File: config.mk
export PLATFORM = sky130hd
export DESIGN_NAME = simon_game_ctrl_flat
export DESIGN_NICKNAME = d
export VERILOG_FILES = /design/src/rtl/simon_pkg.sv /design/src/rtl/simon_game_ctrl_if.sv /design/src/rtl/simon_tick_timer.sv /design/src/rtl/simon_game_ctrl.sv /design/src/flat_wrapper.sv
export SDC_FILE = /design/constraint.sdc
export NUM_CORES = 1
export LEC_CHECK = 0
export CORE_UTILIZATION = 30
export CTS_BUF_LIST = sky130_fd_sc_hd__clkbuf_2
export DETAILED_ROUTE_END_ITERATION = 6
export DONT_BUFFER_PORTS = 1
export HOLD_SLACK_MARGIN = 0.15
export PLACE_DENSITY = 0.4
export SKIP_CTS_REPAIR_TIMING = 1
export SYNTH_ARGS = -nofsm -noshare
export SYNTH_HDL_FRONTEND = slang
export SYNTH_HIERARCHICAL = 1
export SYNTH_SLANG_ARGS = --single-unit
File: constraint.sdc
create_clock -name clk -period 3.8 [get_ports clk]
set_input_delay 0.38 -clock clk [delete_from_list [all_inputs] [get_ports clk]]
set_output_delay 0.38 -clock clk [all_outputs]
set_load 0.05 [all_outputs]
File: src/rtl/simon_pkg.sv
// simon_pkg: shared definitions for the Simon game sequencer.
//   state_t   - 4-bit state encoding, also exported on the debug port
//   colour_t  - colour codes U/L/R/D (0..3)
//   ADDR_W    - sequence memory address width
//   onehot4() - colour code to one-hot LED pattern
package simon_pkg;

  localparam int ADDR_W = 4;

  typedef enum logic [3:0] {
    S_IDLE     = 4'd0,
    S_GEN      = 4'd1,
    S_FETCH    = 4'd2,
    S_PLAY_ON  = 4'd3,
    S_PLAY_OFF = 4'd4,
    S_WAIT_IN  = 4'd5,
    S_CHECK    = 4'd6,
    S_FAIL     = 4'd7,
    S_WIN      = 4'd8
  } state_t;

  typedef enum logic [1:0] {
    C_U = 2'd0,
    C_L = 2'd1,
    C_R = 2'd2,
    C_D = 2'd3
  } colour_t;

  function automatic logic [3:0] onehot4(input logic [1:0] c);
    onehot4 = 4'b0001 << c;
  endfunction

endpackage

File: src/rtl/simon_game_ctrl_if.sv
// simon_game_ctrl_if: sequence memory bus between the game controller and
// the colour sequence RAM.
//   mem_we     - one-clk write strobe
//   mem_waddr  - write address
//   mem_wdata  - write data (colour code)
//   mem_raddr  - read address
//   mem_rdata  - read data, valid one clk after mem_raddr changes
// Modports: master = controller, slave = memory.
interface simon_game_ctrl_if;
  import simon_pkg::*;

  logic              mem_we;
  logic [ADDR_W-1:0] mem_waddr;
  logic [1:0]        mem_wdata;
  logic [ADDR_W-1:0] mem_raddr;
  logic [1:0]        mem_rdata;

  modport master (
    output mem_we, mem_waddr, mem_wdata, mem_raddr,
    input  mem_rdata
  );

  modport slave (
    input  mem_we, mem_waddr, mem_wdata, mem_raddr,
    output mem_rdata
  );

endinterface

File: src/rtl/simon_tick_timer.sv
// simon_tick_timer: loadable down-counter of tick pulses.
//   clk, reset_n - clock, async active-low reset
//   load         - reload the count with load_val (wins over tick)
//   load_val     - number of ticks to count
//   tick         - timing enable pulse
//   done         - combinational: this clk carries the tick that reaches zero
module simon_tick_timer #(
  parameter int W = 16
) (
  input  logic         clk,
  input  logic         reset_n,
  input  logic         load,
  input  logic [W-1:0] load_val,
  input  logic         tick,
  output logic         done
);

  logic [W-1:0] cnt;

  always_ff @(posedge clk or negedge reset_n) begin
    if (!reset_n) begin
      cnt <= '0;
    end else if (load) begin
      cnt <= load_val;
    end else if (tick && (cnt != '0)) begin
      cnt <= cnt - 1'b1;
    end
  end

  // Terminal count is flagged on the tick itself so the FSM can leave the
  // state on the same edge that consumes the last tick.
  assign done = tick && (cnt == W'(1));

endmodule

File: src/rtl/simon_game_ctrl.sv
// simon_game_ctrl: Simon game sequencer. Grows a random colour sequence one
// entry per round, plays it back on the LEDs with tick-based timing and then
// checks the player's button presses against the stored sequence.
// Ports:
//   clk, reset_n      - clock, async active-low reset
//   tick              - one-clk timing enable
//   start             - request a new game (honoured in IDLE/FAIL/WIN)
//   rnd               - current LFSR value, stored as the next colour
//   btn_valid/btn_val - player press pulse and colour
//   mem               - sequence memory bus (master side)
//   led               - one-hot colour display
//   error_led         - high in FAIL
//   state             - state encoding for debug display
//   round             - current sequence length (0 in IDLE)
// Optional macro SIMON_TIMEOUT_EN: when defined, WAIT_IN falls to FAIL after
// TIMEOUT_TICKS ticks without a press; otherwise WAIT_IN waits forever.
//
// state    | meaning
// ---------+-----------------------------------------------------------
// IDLE     | power-up, waiting for start
// GEN      | write rnd into memory at L-1
// FETCH    | present idx to memory, LEDs dark
// PLAY_ON  | show colour at idx for ON_TICKS ticks
// PLAY_OFF | dark gap for OFF_TICKS ticks, then next item or player turn
// WAIT_IN  | wait for the player's press for item idx
// CHECK    | compare press with stored colour
// FAIL     | wrong press (or timeout), error LED lit
// WIN      | all N items repeated, all LEDs lit
module simon_game_ctrl
  import simon_pkg::*;
#(
  parameter int N             = 4,
  parameter int ON_TICKS      = 50,
  parameter int OFF_TICKS     = 25,
  parameter int TIMEOUT_TICKS = 500
) (
  input  logic                      clk,
  input  logic                      reset_n,
  input  logic                      tick,
  input  logic                      start,
  input  logic [1:0]                rnd,
  input  logic                      btn_valid,
  input  logic [1:0]                btn_val,
  simon_game_ctrl_if.master         mem,
  output logic [3:0]                led,
  output logic                      error_led,
  output logic [3:0]                state,
  output logic [4:0]                round
);

  localparam int TW = 16;

  state_t            st;
  logic [4:0]        len;
  logic [ADDR_W-1:0] idx;
  logic [4:0]        idx_inc;
  logic [1:0]        btn_q;

  logic              tmr_load;
  logic [TW-1:0]     tmr_val;
  logic              tmr_done;

  assign idx_inc = {1'b0, idx} + 5'd1;
  assign state   = st;
  assign round   = len;

  // The timer reloads on every state entry: it loads in any clk that leaves
  // the current state, and the value is chosen for the state being entered.
  // Only PLAY_ON, PLAY_OFF and WAIT_IN hold the count across clks.
  always_comb begin
    tmr_load = 1'b1;
    tmr_val  = TW'(TIMEOUT_TICKS);
    case (st)
      S_FETCH:               tmr_val  = TW'(ON_TICKS);
      S_PLAY_ON: begin
        tmr_load = tmr_done;
        tmr_val  = TW'(OFF_TICKS);
      end
      S_PLAY_OFF, S_WAIT_IN: tmr_load = tmr_done;
      default: ;
    endcase
  end

  simon_tick_timer #(.W(TW)) u_timer (
    .clk      (clk),
    .reset_n  (reset_n),
    .load     (tmr_load),
    .load_val (tmr_val),
    .tick     (tick),
    .done     (tmr_done)
  );

  always_ff @(posedge clk or negedge reset_n) begin
    if (!reset_n) begin
      st            <= S_IDLE;
      len           <= '0;
      idx           <= '0;
      btn_q         <= '0;
      led           <= '0;
      error_led     <= 1'b0;
      mem.mem_we    <= 1'b0;
      mem.mem_waddr <= '0;
      mem.mem_wdata <= '0;
      mem.mem_raddr <= '0;
    end else begin
      mem.mem_we <= 1'b0;
      case (st)
        S_IDLE, S_FAIL, S_WIN: begin
          if (start) begin
            st            <= S_GEN;
            len           <= 5'd1;
            led           <= '0;
            error_led     <= 1'b0;
            mem.mem_we    <= 1'b1;
            mem.mem_waddr <= '0;
            mem.mem_wdata <= rnd;
          end
        end
        S_GEN: begin
          idx           <= '0;
          mem.mem_raddr <= '0;
          led           <= '0;
          st            <= S_FETCH;
        end
        S_FETCH: st <= S_PLAY_ON;
        S_PLAY_ON: begin
          led <= onehot4(mem.mem_rdata);
          if (tmr_done) begin
            led <= '0;
            st  <= S_PLAY_OFF;
          end
        end
        S_PLAY_OFF: begin
          if (tmr_done) begin
            if (idx_inc == len) begin
              idx           <= '0;
              mem.mem_raddr <= '0;
              st            <= S_WAIT_IN;
            end else begin
              idx           <= idx_inc[ADDR_W-1:0];
              mem.mem_raddr <= idx_inc[ADDR_W-1:0];
              st            <= S_FETCH;
            end
          end
        end
        S_WAIT_IN: begin
          if (btn_valid) begin
            btn_q <= btn_val;
            st    <= S_CHECK;
          end
`ifdef SIMON_TIMEOUT_EN
          else if (tmr_done) begin
            error_led <= 1'b1;
            st        <= S_FAIL;
          end
`endif
        end
        S_CHECK: begin
          if (btn_q != mem.mem_rdata) begin
            error_led <= 1'b1;
            st        <= S_FAIL;
          end else if (idx_inc != len) begin
            idx           <= idx_inc[ADDR_W-1:0];
            mem.mem_raddr <= idx_inc[ADDR_W-1:0];
            st            <= S_WAIT_IN;
          end else if (len != 5'(N)) begin
            // Old L is the address of the new entry (new L - 1).
            len           <= len + 5'd1;
            mem.mem_we    <= 1'b1;
            mem.mem_waddr <= len[ADDR_W-1:0];
            mem.mem_wdata <= rnd;
            st            <= S_GEN;
          end else begin
            led <= 4'b1111;
            st  <= S_WIN;
          end
        end
        default: st <= S_IDLE;
      endcase
    end
  end

endmodule

File: src/flat_wrapper.sv
// flat-port wrapper written by rule: the top's interface ports become plain ports
module simon_game_ctrl_flat import simon_pkg::*;
#(
  parameter int N             = 4,
  parameter int ON_TICKS      = 50,
  parameter int OFF_TICKS     = 25,
  parameter int TIMEOUT_TICKS = 500
)
  (clk, reset_n, tick, start, rnd, btn_valid, btn_val, led, error_led, state, round, mem_mem_we, mem_mem_waddr, mem_mem_wdata, mem_mem_raddr, mem_mem_rdata);
  simon_game_ctrl_if mem_i ();
  input  logic clk;
  input  logic reset_n;
  input  logic tick;
  input  logic start;
  input  logic [1:0] rnd;
  input  logic btn_valid;
  input  logic [1:0] btn_val;
  output logic [3:0] led;
  output logic error_led;
  output logic [3:0] state;
  output logic [4:0] round;
  output wire logic [$bits(mem_i.mem_we)-1:0] mem_mem_we;
  output wire logic [$bits(mem_i.mem_waddr)-1:0] mem_mem_waddr;
  output wire logic [$bits(mem_i.mem_wdata)-1:0] mem_mem_wdata;
  output wire logic [$bits(mem_i.mem_raddr)-1:0] mem_mem_raddr;
  input wire logic [$bits(mem_i.mem_rdata)-1:0] mem_mem_rdata;
  assign mem_mem_we = mem_i.mem_we;
  assign mem_mem_waddr = mem_i.mem_waddr;
  assign mem_mem_wdata = mem_i.mem_wdata;
  assign mem_mem_raddr = mem_i.mem_raddr;
  assign mem_i.mem_rdata = mem_mem_rdata;
  simon_game_ctrl #(.N(N), .ON_TICKS(ON_TICKS), .OFF_TICKS(OFF_TICKS), .TIMEOUT_TICKS(TIMEOUT_TICKS)) u_core (.clk(clk), .reset_n(reset_n), .tick(tick), .start(start), .rnd(rnd), .btn_valid(btn_valid), .btn_val(btn_val), .mem(mem_i), .led(led), .error_led(error_led), .state(state), .round(round));
endmodule
==> results.sh <==
export IMPL_crit_path_start_kind="flop"
export IMPL_multi_input_area_um2=1630
export IMPL_cts_buffers_inserted=5
export IMPL_clock_latency_ns=0.41
export IMPL_ir_worst_vdd_mv=0.191
export IMPL_grt_max_degree=44
export IMPL_powerDensity_nw_per_um2=653
export IMPL_arrival_ns=3.34
export IMPL_core_um2=8890
export IMPL_synth_top_area_share=0.382
export IMPL_grt_pass1_vias=2393
export IMPL_wl_um=7390
export IMPL_syn_area_um2=2820
export IMPL_synthArstFlopShare=1.00
export IMPL_cp_common_cell="nor2_1"
export IMPL_die_y_um=98.9
export IMPL_power_leakage_nw=1.36
export IMPL_track_usage=0.162
export IMPL_fmax_mhz=332
export IMPL_cts_buffer_depth=2
export IMPL_period_share=0.792
export IMPL_drive_gt1_frac=0.104
export IMPL_drt_iter0_markers=148
export IMPL_fillers=948
export IMPL_final_min_clock_period_ns=3.01
export IMPL_cp_end_kind="flop"
export IMPL_port_buffers=0
export IMPL_yosys_warnings=6
export IMPL_worstMarginPinSlew_ns=0.921
export IMPL_grt_pass1_wl_um=12600
export IMPL_cp_slowest_stage_delay_ns=0.61
export IMPL_ys_top_cells_by_count="dfrtp_1, nand2_1, nor2_1, a21oi_1"
export IMPL_maxCapViolCount=0
export IMPL_cts_htree_levels=2
export IMPL_grt_overflow=0
export IMPL_globalplace_congestion=0.737
export IMPL_syn_inst=320
export IMPL_clkTransAtPathRegs_ns=0.23
export IMPL_rows=34
export IMPL_maxSlewHeadroom=0.385
export IMPL_antenna_found_initial=0
export IMPL_yosys_area_top_type="dfrtp_1"
export IMPL_status="completed"
export IMPL_avgViaCountPerCell=5.50
export IMPL_diodes=0
export IMPL_path_max_fanout=20
export IMPL_synth_enable_flop_cells=0
export IMPL_setup_violations=0
export IMPL_hpwl_um=5280
export IMPL_io_pins=36
export IMPL_ant_nets=0
export IMPL_yosysSeqAreaShare=0.382
export IMPL_wire_per_inst_um=16.7
export IMPL_yosysMostFrequentCell="dfrtp_1"
export IMPL_crit_family="simple AND/OR/NAND/NOR gates"
export IMPL_cts_num_sinks=43
export IMPL_start_util=0.317
export IMPL_dp_cells=428
export IMPL_drt_first_pass_iters=4
export IMPL_crit_type="reg -> reg"
export IMPL_required_ns=4.13
export IMPL_rsz0062_at_grt="no"
export IMPL_hold_viol_final=0
export IMPL_finalClockSkew_ns=0.0191
export IMPL_postSynthAreaPerCell_um2=8.80
export IMPL_drc=0
export IMPL_areaGrowthSynthToFinish_pct=10.3
export IMPL_die_area_um2=9780
export IMPL_area_sequential_um2=1080
export IMPL_synth_distinct_cells=66
export IMPL_clock_tree_root_cell="clkbuf_2"
export IMPL_setup_tns_ns=0
export IMPL_fin_nets=350
export IMPL_dieWidth_um=98.9
export IMPL_cp_cell_sequence="nor4_1 -> nand4b_1 -> buf_4 -> nor2_1 -> nor2_1 -> o21ai_1 -> inv_1 -> nand2_1 -> o221ai_1 -> a41o_1"
export IMPL_fin_cells=443
export IMPL_slew_violations=0
export IMPL_worst_path_buf_inv=2
export IMPL_vias=2438
export IMPL_synthTopCellsByArea="dfrtp_1, mux2i_1, nand2_1"
export IMPL_slowest_stage="nor4_1"
export IMPL_synth_flop_cell="dfrtp_1"
export IMPL_worst_hold_path_type="in -> reg"
export IMPL_ys_ff_latch=43
export IMPL_cts_tree="yes"
## sequential cells by signal (all words and copies together) (netlist names)
name and cells:
u_core/idx 4, u_core/u_timer/cnt 16, u_core/btn_q 2, u_core/mem.mem_waddr 4, u_core/mem.mem_wdata 2, u_core/error_led 1
u_core/mem.mem_we 1, u_core/state 4, u_core/led 4, u_core/round 5
## per-stage QoR
step	area, µm²	total power, mW	setup WS, ns	hold slack [ns]	utilization
after detailed placement	2980	1.83	0.816	0.0854	0.335
final	3110	2.03	0.792	0.174	0.349
after global routing	3110	2.22	0.379	0.160	0.349
after CTS	3020	2.04	0.785	-0.430	0.339
after floorplan	2840	1.60	0.962	0.0844	-
after global placement	2980	1.82	0.926	0.0855	0.335
## worst reg2reg max path, stage by stage (launching register included)
cell	delay [ns]
dfrtp_1	0.49
nor4_1	0.61
nand4b_1	0.16
buf_4	0.20
nor2_1	0.37
nor2_1	0.14
o21ai_1	0.13
inv_1	0.32
nand2_1	0.17
o221ai_1	0.12
a41o_1	0.22
## placed cells by master, fill, tap and decap left out, types with 4 or more instances in the layout
cell type / n
a21oi_1: 19
inv_1: 17
nor3_1: 6
mux2i_1: 10
dfrtp_1: 43
buf_4: 10
conb_1: 8
a31oi_1: 9
o31ai_1: 5
or3_1: 4
nor2b_1: 7
xnor2_1: 5
nor4_1: 7
dlygate4sd3_1: 6
nand3_1: 15
clkbuf_2: 5
o21ai_0: 16
nand4_1: 7
nand2_1: 26
nor2_1: 23
or4_1: 4
and3_1: 5
ha_1: 5
mux2_2: 4
## logic make-up after synthesis
family / share of synthesized area
buffers and inverters: 0.0480
muxes: 0.0622
AOI/OAI and AO/OA: 0.194
and+or+nand+nor: 0.267
DFF: 0.382
other: 0.00267
adders and majority gates: 0.0222
xor gates and xnor gates: 0.0218
## where the power goes
| part | leakage, nW | internal, mW | total [mW] | switching, mW |
|---|---|---|---|---|
| registers | 0.548 | 0.598 | 0.912 | 0.315 |
| logic | 0.778 | 0.358 | 0.916 | 0.557 |
| clock network | 0.0325 | 0.0425 | 0.201 | 0.159 |
## layer usage
layer  GRT usage  wire [µm]  vias to the layer above
met5           0          0                        -
met4      0.0448         61                        0
met3      0.0319        384                        4
met2       0.247       3250                       60
met1       0.233       3690                     1173
li1            -          -                     1201
## worst paths after layout
| check | startpoint | endpoint | slack (ns) | depth (start not counted) |
|---|---|---|---|---|
| worst max-delay path | u_core/u_timer/cnt[12] | u_core/u_timer/cnt[4] | 0.79 | 10 |
| worst min-delay path | tick | u_core/u_timer/cnt[1] | 0.17 | 2 |
| worst max register to register | u_core/u_timer/cnt[12] | u_core/u_timer/cnt[4] | 0.79 | 10 |
| worst min register to register | u_core/btn_q[1] | u_core/btn_q[1] | 0.58 | 1 |
| max in group asynchronous | reset_n | u_core/led[2] | 3.13 | 2 |
| min in group asynchronous | reset_n | u_core/round[3] | 0.44 | 2 |
## cell type report
| cell class | count | share of cell area |
|---|---|---|
| multi-input combinational | 250 | 0.524 |
| sequential | 43 | 0.346 |
| timing repair buffer | 17 | 0.0524 |
| tap | 108 | 0.0435 |
| inverter | 17 | 0.0205 |
| clock buffer | 5 | 0.00806 |
| clock inverter | 3 | 0.00483 |
Note: power is estimated with default switching activity, not from simulation.
